`config.mk`:
```
export PLATFORM = sky130hd
export DESIGN_NAME = acc_seq
export DESIGN_NICKNAME = d
export VERILOG_FILES = /design/src/rtl/acc_seq.sv
export SDC_FILE = /design/constraint.sdc
export NUM_CORES = 1
export LEC_CHECK = 0
export ABC_AREA = 0
export ABC_CLOCK_PERIOD_IN_PS = 2400
export CAP_MARGIN = 20
export CORE_MARGIN = 5
export CORE_UTILIZATION = 52
export CTS_CLUSTER_DIAMETER = 60
export DETAILED_ROUTE_END_ITERATION = 6
export GPL_TIMING_DRIVEN = 0
export MAX_ROUTING_LAYER = met4
export PLACE_DENSITY = 0.78
export REMOVE_ABC_BUFFERS = 1
export SLEW_MARGIN = 20
export SYNTH_ARGS = -nofsm -noshare
export SYNTH_HDL_FRONTEND = slang
export SYNTH_SLANG_ARGS = --single-unit
```
`constraint.sdc`:
```
create_clock -name clk -period 2.4 [get_ports clk]
set_input_delay 0.24 -clock clk [delete_from_list [all_inputs] [get_ports clk]]
set_output_delay 0.24 -clock clk [all_outputs]
set_load 0.01 [all_outputs]
```
`src/rtl/acc_seq.sv`:
```
// rtl/acc_seq.sv - command-driven N-bit accumulator with carry/borrow and valid/ready result handshake
// Optional res_zero output is enabled by defining ACC_SEQ_ZERO_FLAG_EN.
module acc_seq #(
  parameter int N = 3
) (
  input  logic         clk,
  input  logic         rst_n,
  input  logic         cmd_valid,
  output logic         cmd_ready,
  input  logic         cmd_load,
  input  logic [2:0]   cmd_mode,
  input  logic [N-1:0] cmd_operand,
  output logic         res_valid,
  input  logic         res_ready,
  output logic [N-1:0] res_data,
  output logic         res_cb
`ifdef ACC_SEQ_ZERO_FLAG_EN
  ,
  output logic         res_zero
`endif
);

  typedef enum logic [1:0] {
    IDLE = 2'd0,
    EXEC = 2'd1,
    RESP = 2'd2
  } state_t;

  state_t       state, state_nxt;
  logic         lat_load;
  logic [2:0]   lat_mode;
  logic [N-1:0] lat_op;
  logic [N-1:0] acc, acc_nxt;
  logic         cb, cb_nxt;
  logic [N:0]   sum, diff;
  logic         take;

  always_ff @(posedge clk or negedge rst_n) begin
    if (!rst_n) begin
      state <= IDLE;
    end else begin
      state <= state_nxt;
    end
  end

  always_comb begin
    state_nxt = state;
    cmd_ready = 1'b0;
    res_valid = 1'b0;
    take      = 1'b0;
    case (state)
      IDLE: begin
        cmd_ready = 1'b1;
        if (cmd_valid) begin
          take      = 1'b1;
          state_nxt = EXEC;
        end
      end
      EXEC: state_nxt = RESP;
      RESP: begin
        res_valid = 1'b1;
        if (res_ready) begin
          state_nxt = IDLE;
        end
      end
      default: state_nxt = IDLE;
    endcase
  end

  // Arithmetic modes run one bit wider so the top bit lands in cb.
  assign sum  = {1'b0, acc} + {1'b0, lat_op} + (N+1)'(cb);
  assign diff = {1'b0, acc} + (N+1)'(cb) - {1'b0, lat_op};

  always_comb begin
    acc_nxt = acc;
    cb_nxt  = cb;
    if (lat_load) begin
      acc_nxt = lat_op;
      cb_nxt  = 1'b0;
    end else begin
      case (lat_mode)
        3'b000: {cb_nxt, acc_nxt} = sum;
        3'b001: {cb_nxt, acc_nxt} = diff;
        3'b010: acc_nxt = acc & lat_op;
        3'b011: acc_nxt = acc | lat_op;
        3'b100: acc_nxt = acc ^ lat_op;
        3'b101: acc_nxt = ~acc;
        3'b110: acc_nxt = acc + N'(1);
        3'b111: acc_nxt = acc - N'(1);
        default: acc_nxt = acc;
      endcase
    end
  end

  always_ff @(posedge clk or negedge rst_n) begin
    if (!rst_n) begin
      lat_load <= 1'b0;
      lat_mode <= '0;
      lat_op   <= '0;
      acc      <= '0;
      cb       <= 1'b0;
    end else begin
      if (take) begin
        lat_load <= cmd_load;
        lat_mode <= cmd_mode;
        lat_op   <= cmd_operand;
      end
      if (state == EXEC) begin
        acc <= acc_nxt;
        cb  <= cb_nxt;
      end
    end
  end

  assign res_data = acc;
  assign res_cb   = cb;

`ifdef ACC_SEQ_ZERO_FLAG_EN
  assign res_zero = (acc == '0);
`endif

endmodule

```
[Word-level counts from Yosys, hierarchy flattened]
Index checks and enable logic that the tools add are counted.
Storage, ports and cells
  bits in registers: 13
  latch bits: 0
  memory bits (writable): 0
  bits in read-only memories: 0
  input bits: 11
  output and inout bits: 6
  logic and storage cells: 43
  memories kept: 0
Operators by class
  add/subtract/negate cells: 6
  multiply operators: 0
  div/mod/pow operators: 0
  order comparisons: 0
  eq/ne operators: 11
  shifts and indexed selects: 0
  multiplexer cells: 11
  bitwise gates (word level): 4
  reductions and logical operators: 5
Operators by type and width (count)
  $pmux 3 s8: 1
  $eq 3x3->1 const B: 4
  $eq 3x2->1 const B: 2
  $pmux 2 s3: 1
  $mux 1: 5
  $add 3x1->4: 1
  $add 3x3->4: 1
  $add 4x1->4: 1
  $mux 2: 2
  $ne 2x2->1 const B: 2
  $reduce_and 2->1: 2
  $sub 4x3->4: 1
  $add 3x1->3 const B: 1
  $and 3x3->3: 1
  $eq 3x1->1 const B: 1
  $logic_not 3->1: 1
  $mux 3: 1
  $not 3->3: 1
  $or 3x3->3: 1
  $reduce_bool 3->1: 1
  $sub 3x1->3 const B: 1
  $xor 3x3->3: 1
  $eq 2x1->1 const B: 1
  $eq 2x2->1 const B: 1
  2 further kinds: 2

[Depth between registers and ports, before layout]
  depth in word-level cells: 4
  depth in mapped cells: 10
  mapped depth without buffers: 10

[Worst setup path before layout]
OpenSTA, ideal clock, no wires.
  path type: register to register
  from: register acc[1], in the netlist res_data[1]
  to: register acc[2], in the netlist res_data[2]
  library setup time: 0.129 ns
  arrival: 2.100 ns
  required time: 2.271 ns
  slack: 0.171 ns
  cell stages (with the launch flop): 10
  path buffers: 0
  clock period less this slack: 2.229 ns
  cells stage by stage: dfrtp_1 > inv_1 > ha_1 > inv_1 > fa_1 > xor2_1 > o211ai_1 > o21ai_0 > a221oi_1 > o21ai_0
Between the ends
  cells in the longest elaborated chain, start to end: 4
  elaborated cells between the ends (all ways): 8
  those cells by class: add/sub (6); mux (2)
RTL lines
  from (decl): line 33  | logic [N-1:0] acc, acc_nxt;
  from (signal assigned): line 109  | acc <= acc_nxt;
  $add 3x1->4 or $add 3x3->4 (tied branches): line 72, 71
  $sub 4x3->4 or $add 4x1->4 (tied branches): line 72, 71
  $pmux 3 s8 *: line 81  | case (lat_mode)
  $mux 3 *: line 77  | if (lat_load) begin
Every way passes the cells marked *; elsewhere a longest branch is shown, timed or not.
A chain may end at the register's enable or synchronous reset.

[Worst setup path in the final report]
  from: register cb, in the netlist res_cb
  to: register acc[2], in the netlist res_data[2]
Between the ends
  cells in the longest elaborated chain, start to end: 4
  elaborated cells between the ends (all ways): 5
  those cells by class: add/sub (3); mux (2)
RTL lines
  from (decl): line 34  | logic cb, cb_nxt;
  from (signal assigned): line 110  | cb <= cb_nxt;
  $add 3x1->4: line 72  | assign diff = {1'b0, acc} + (N+1)'(cb) - {1'b0, lat_op};
  $sub 4x3->4: line 72
  $pmux 3 s8 *: line 81
  $mux 3 *: line 77
Marked as above.

==> impl_metrics.toml <==
[placed_design]
hpwl_mm = 1.73
gp_congestion = 0.830
port_buffers = 16

[grt]
grt_pass1_vias = 859
grt_max_degree = 16
grt_util_all_layers_pct = 16.4
grt_first_pass_wirelength_mm = 3.88
antenna_found_initial = 0
gr-total-overflow = 0

[clock_network]
cts.path.max_buffers = 2
clk_pin_slew_ns = 0.09
cts_buffers = 3
h-tree-depth = 1
clk_latency_ns = 0.29
ctsHoldBuffers = 0
cts_tree = "done"
cts_root_buf = "clkbuf_4"
cts_sinks = 13

[min_path]
min_path_type = "in2async"

[run_status]
status = "complete, no violations"

[detailed_routing]
first_pass_iters = 4
vias = 874
drt_iter0_markers = 16
ant_nets = 0
via_per_inst = 5.43
wirelength_mm = 2.26
wire_per_inst_um = 14.0
drc = 0

[sta]
slew_violations = 0
period_share_pct = 94.8
skew_ns = 0.00585
hold_viol_final = 0
slew_headroom_pct = 59.4
whs_ns = 0.325
max_freq_mhz = 440
setup_viol = 0
fin_crit_ns = 2.27
worst_pin_slew_ns = 0.606

[synthesis]
synth_cells = 118
async_reset_ff_share_pct = 100
synth_flop_cell = "dfrtp_1"
ys_types = 32
synth-seq-cells = 13
synth_edf_count = 0
synth_warnings = 0
syn-cell-area_um2 = 1080
synth_area_per_cell_um2 = 9.15
ys_seq_area_share_pct = 30.1

[die]
die_area_um2 = 3090
ioPinCount = 17
initial_utilization_pct = 55.0
core_area_um2 = 1960
fp.dieH_um = 55.6
num_rows = 16
die_width_um = 55.6

[power]
total_power_mw = 1.85
power.leakage_nw = 0.609
cellPowerDensity_nw_per_um2 = 1440
power_frac_seq_pct = 27.8
internal-power_mw = 0.999
swShare_pct = 46.0
switchingPower_mw = 0.851
clockPowerShare_pct = 7.8
pwr-share-comb_pct = 64.5
irDropWorstVdd_mv = 0.851

[layout]
antennaDiodeCount = 0
num-nets-final = 162
final_cell_mix = "18 x inv_1, 16 x clkdlybuf4s50_1, 12 x o21ai_0, 12 x ha_1, 12 x dfrtp_1"
layout_commonest_cell = "inv_1"
layout-drive-gt1-share_pct = 10.4
area_delta_synth_final_pct = 18.9

[critical_path]
r2r_slack_ns = 0.13
cp.arrival_ns = 2.45
required_ns = 2.58
critPathMaxFanout = 2
endpoint_kind = "register"
rr_worst_depth = 10
r2r_start = "res_cb"
r2r_end = "res_data[2]"
crit_type = "reg2reg"
start_kind = "register"

[job]
cap_violations = 0
## synth_stat cells, types with 2 or more instances
| master | n | area, µm² |
|---|---|---|
| and3_1 | 2 | 12.5 |
| xor2_1 | 2 | 17.5 |
| dfrtp_1 | 13 | 325 |
| a21oi_1 | 4 | 20.0 |
| a22o_2 | 2 | 20.0 |
| a31oi_1 | 2 | 12.5 |
| ha_1 | 12 | 150 |
| nand2_1 | 8 | 30.0 |
| a221oi_1 | 2 | 17.5 |
| or3_1 | 2 | 12.5 |
| xnor2_1 | 2 | 17.5 |
| inv_1 | 18 | 67.6 |
| buf_2 | 5 | 25.0 |
| mux2_2 | 3 | 33.8 |
| nor2_1 | 5 | 18.8 |
| mux2i_1 | 5 | 50.1 |
| o21ai_0 | 13 | 65.1 |
| fa_1 | 4 | 80.1 |
## timing repair
action / in CTS / in global routing
cloned: 0 / 0
resized for setup: 1 / 1
endpoints found under the setup margin: 1 / 1
setup buffers: 0 / 3
pin swaps: 0 / 1
## sequential cells by signal (all words and copies together) (netlist names)
register  count
lat_mode      3
lat_op        3
res_data      3
state         2
lat_load      1
res_cb        1
## critical path, cell delays in order (launching register included)
cell and delay, ns:
dfrtp_1 0.36, inv_1 0.07, ha_1 0.28, inv_1 0.04, ha_1 0.21, fa_1 0.40, xor2_1 0.15, o211ai_1 0.14
o21ai_0 0.10, a221oi_1 0.30, o21ai_1 0.10
## cells by family (layout without fill, tap and decap cells)
| family | after synthesis | after routing | synth area share [%] |
|---|---|---|---|
| compound gates | 29 | 29 | 17.0 |
| buf+inv | 25 | 41 | 9.96 |
| simple gates | 23 | 23 | 10.5 |
| fa+ha+maj | 16 | 16 | 21.3 |
| flops | 13 | 13 | 30.1 |
| mux | 8 | 8 | 7.76 |
| xor+xnor | 4 | 4 | 3.25 |
## power groups by stage
stage / clock, mW / combinational [mW] / sequential [mW]
after floorplan: 0 / 0.829 / 0.490
after global placement: 0 / 1.09 / 0.529
after detailed placement: 0 / 1.14 / 0.536
after CTS: 0.148 / 1.15 / 0.530
after global routing: 0.154 / 1.37 / 0.537
final: 0.144 / 1.19 / 0.514
## routing by layer
metal | GRT usage (%) | vias up | share of wire, %
li1 | - | 430 | -
met1 | 19.3 | 422 | 44
met2 | 26.7 | 17 | 51
met3 | 3.48 | 5 | 3.5
met4 | 7.29 | 0 | 1.7
met5 | - | - | 0
## metrics by stage
stage	instance area, µm²	utilization (%)	TNS [ns]	std cells	setup WS [ns]
after floorplan	1040	-	0	111	0.162
after global placement	1230	62.9	0	154	0.0348
after detailed placement	1230	62.9	-0.0320	154	-0.0320
after CTS	1260	64.3	0	158	0.0440
after global routing	1280	65.4	-0.00798	161	-0.00798
final	1280	65.4	0	161	0.125
## final cells by class
cell class                      count  area [µm²]
Multi-Input combinational cell     80         647
Clock buffer                        4        26.3
Fill cell                         187         678
Timing Repair Buffer               19         183
Inverter                           18        67.6
Tap cell                           27        33.8
Sequential cell                    13         327
## how the worst max path moves through the flow
| stage | slack [ns] | start | cells after the start | endpoint |
|---|---|---|---|---|
| floorplan | 0.16 | res_data[1] | 9 | res_data[2] |
| detailed placement | -0.03 | res_data[1] | 9 | res_data[2] |
| CTS | 0.04 | res_data[1] | 9 | res_data[2] |
| finish | 0.13 | res_cb | 10 | res_data[2] |
| global route | -0.008 | res_cb | 10 | res_data[2] |
| global placement | 0.03 | res_data[1] | 9 | res_data[2] |
No activity file was read; power rests on OpenSTA's default activity.
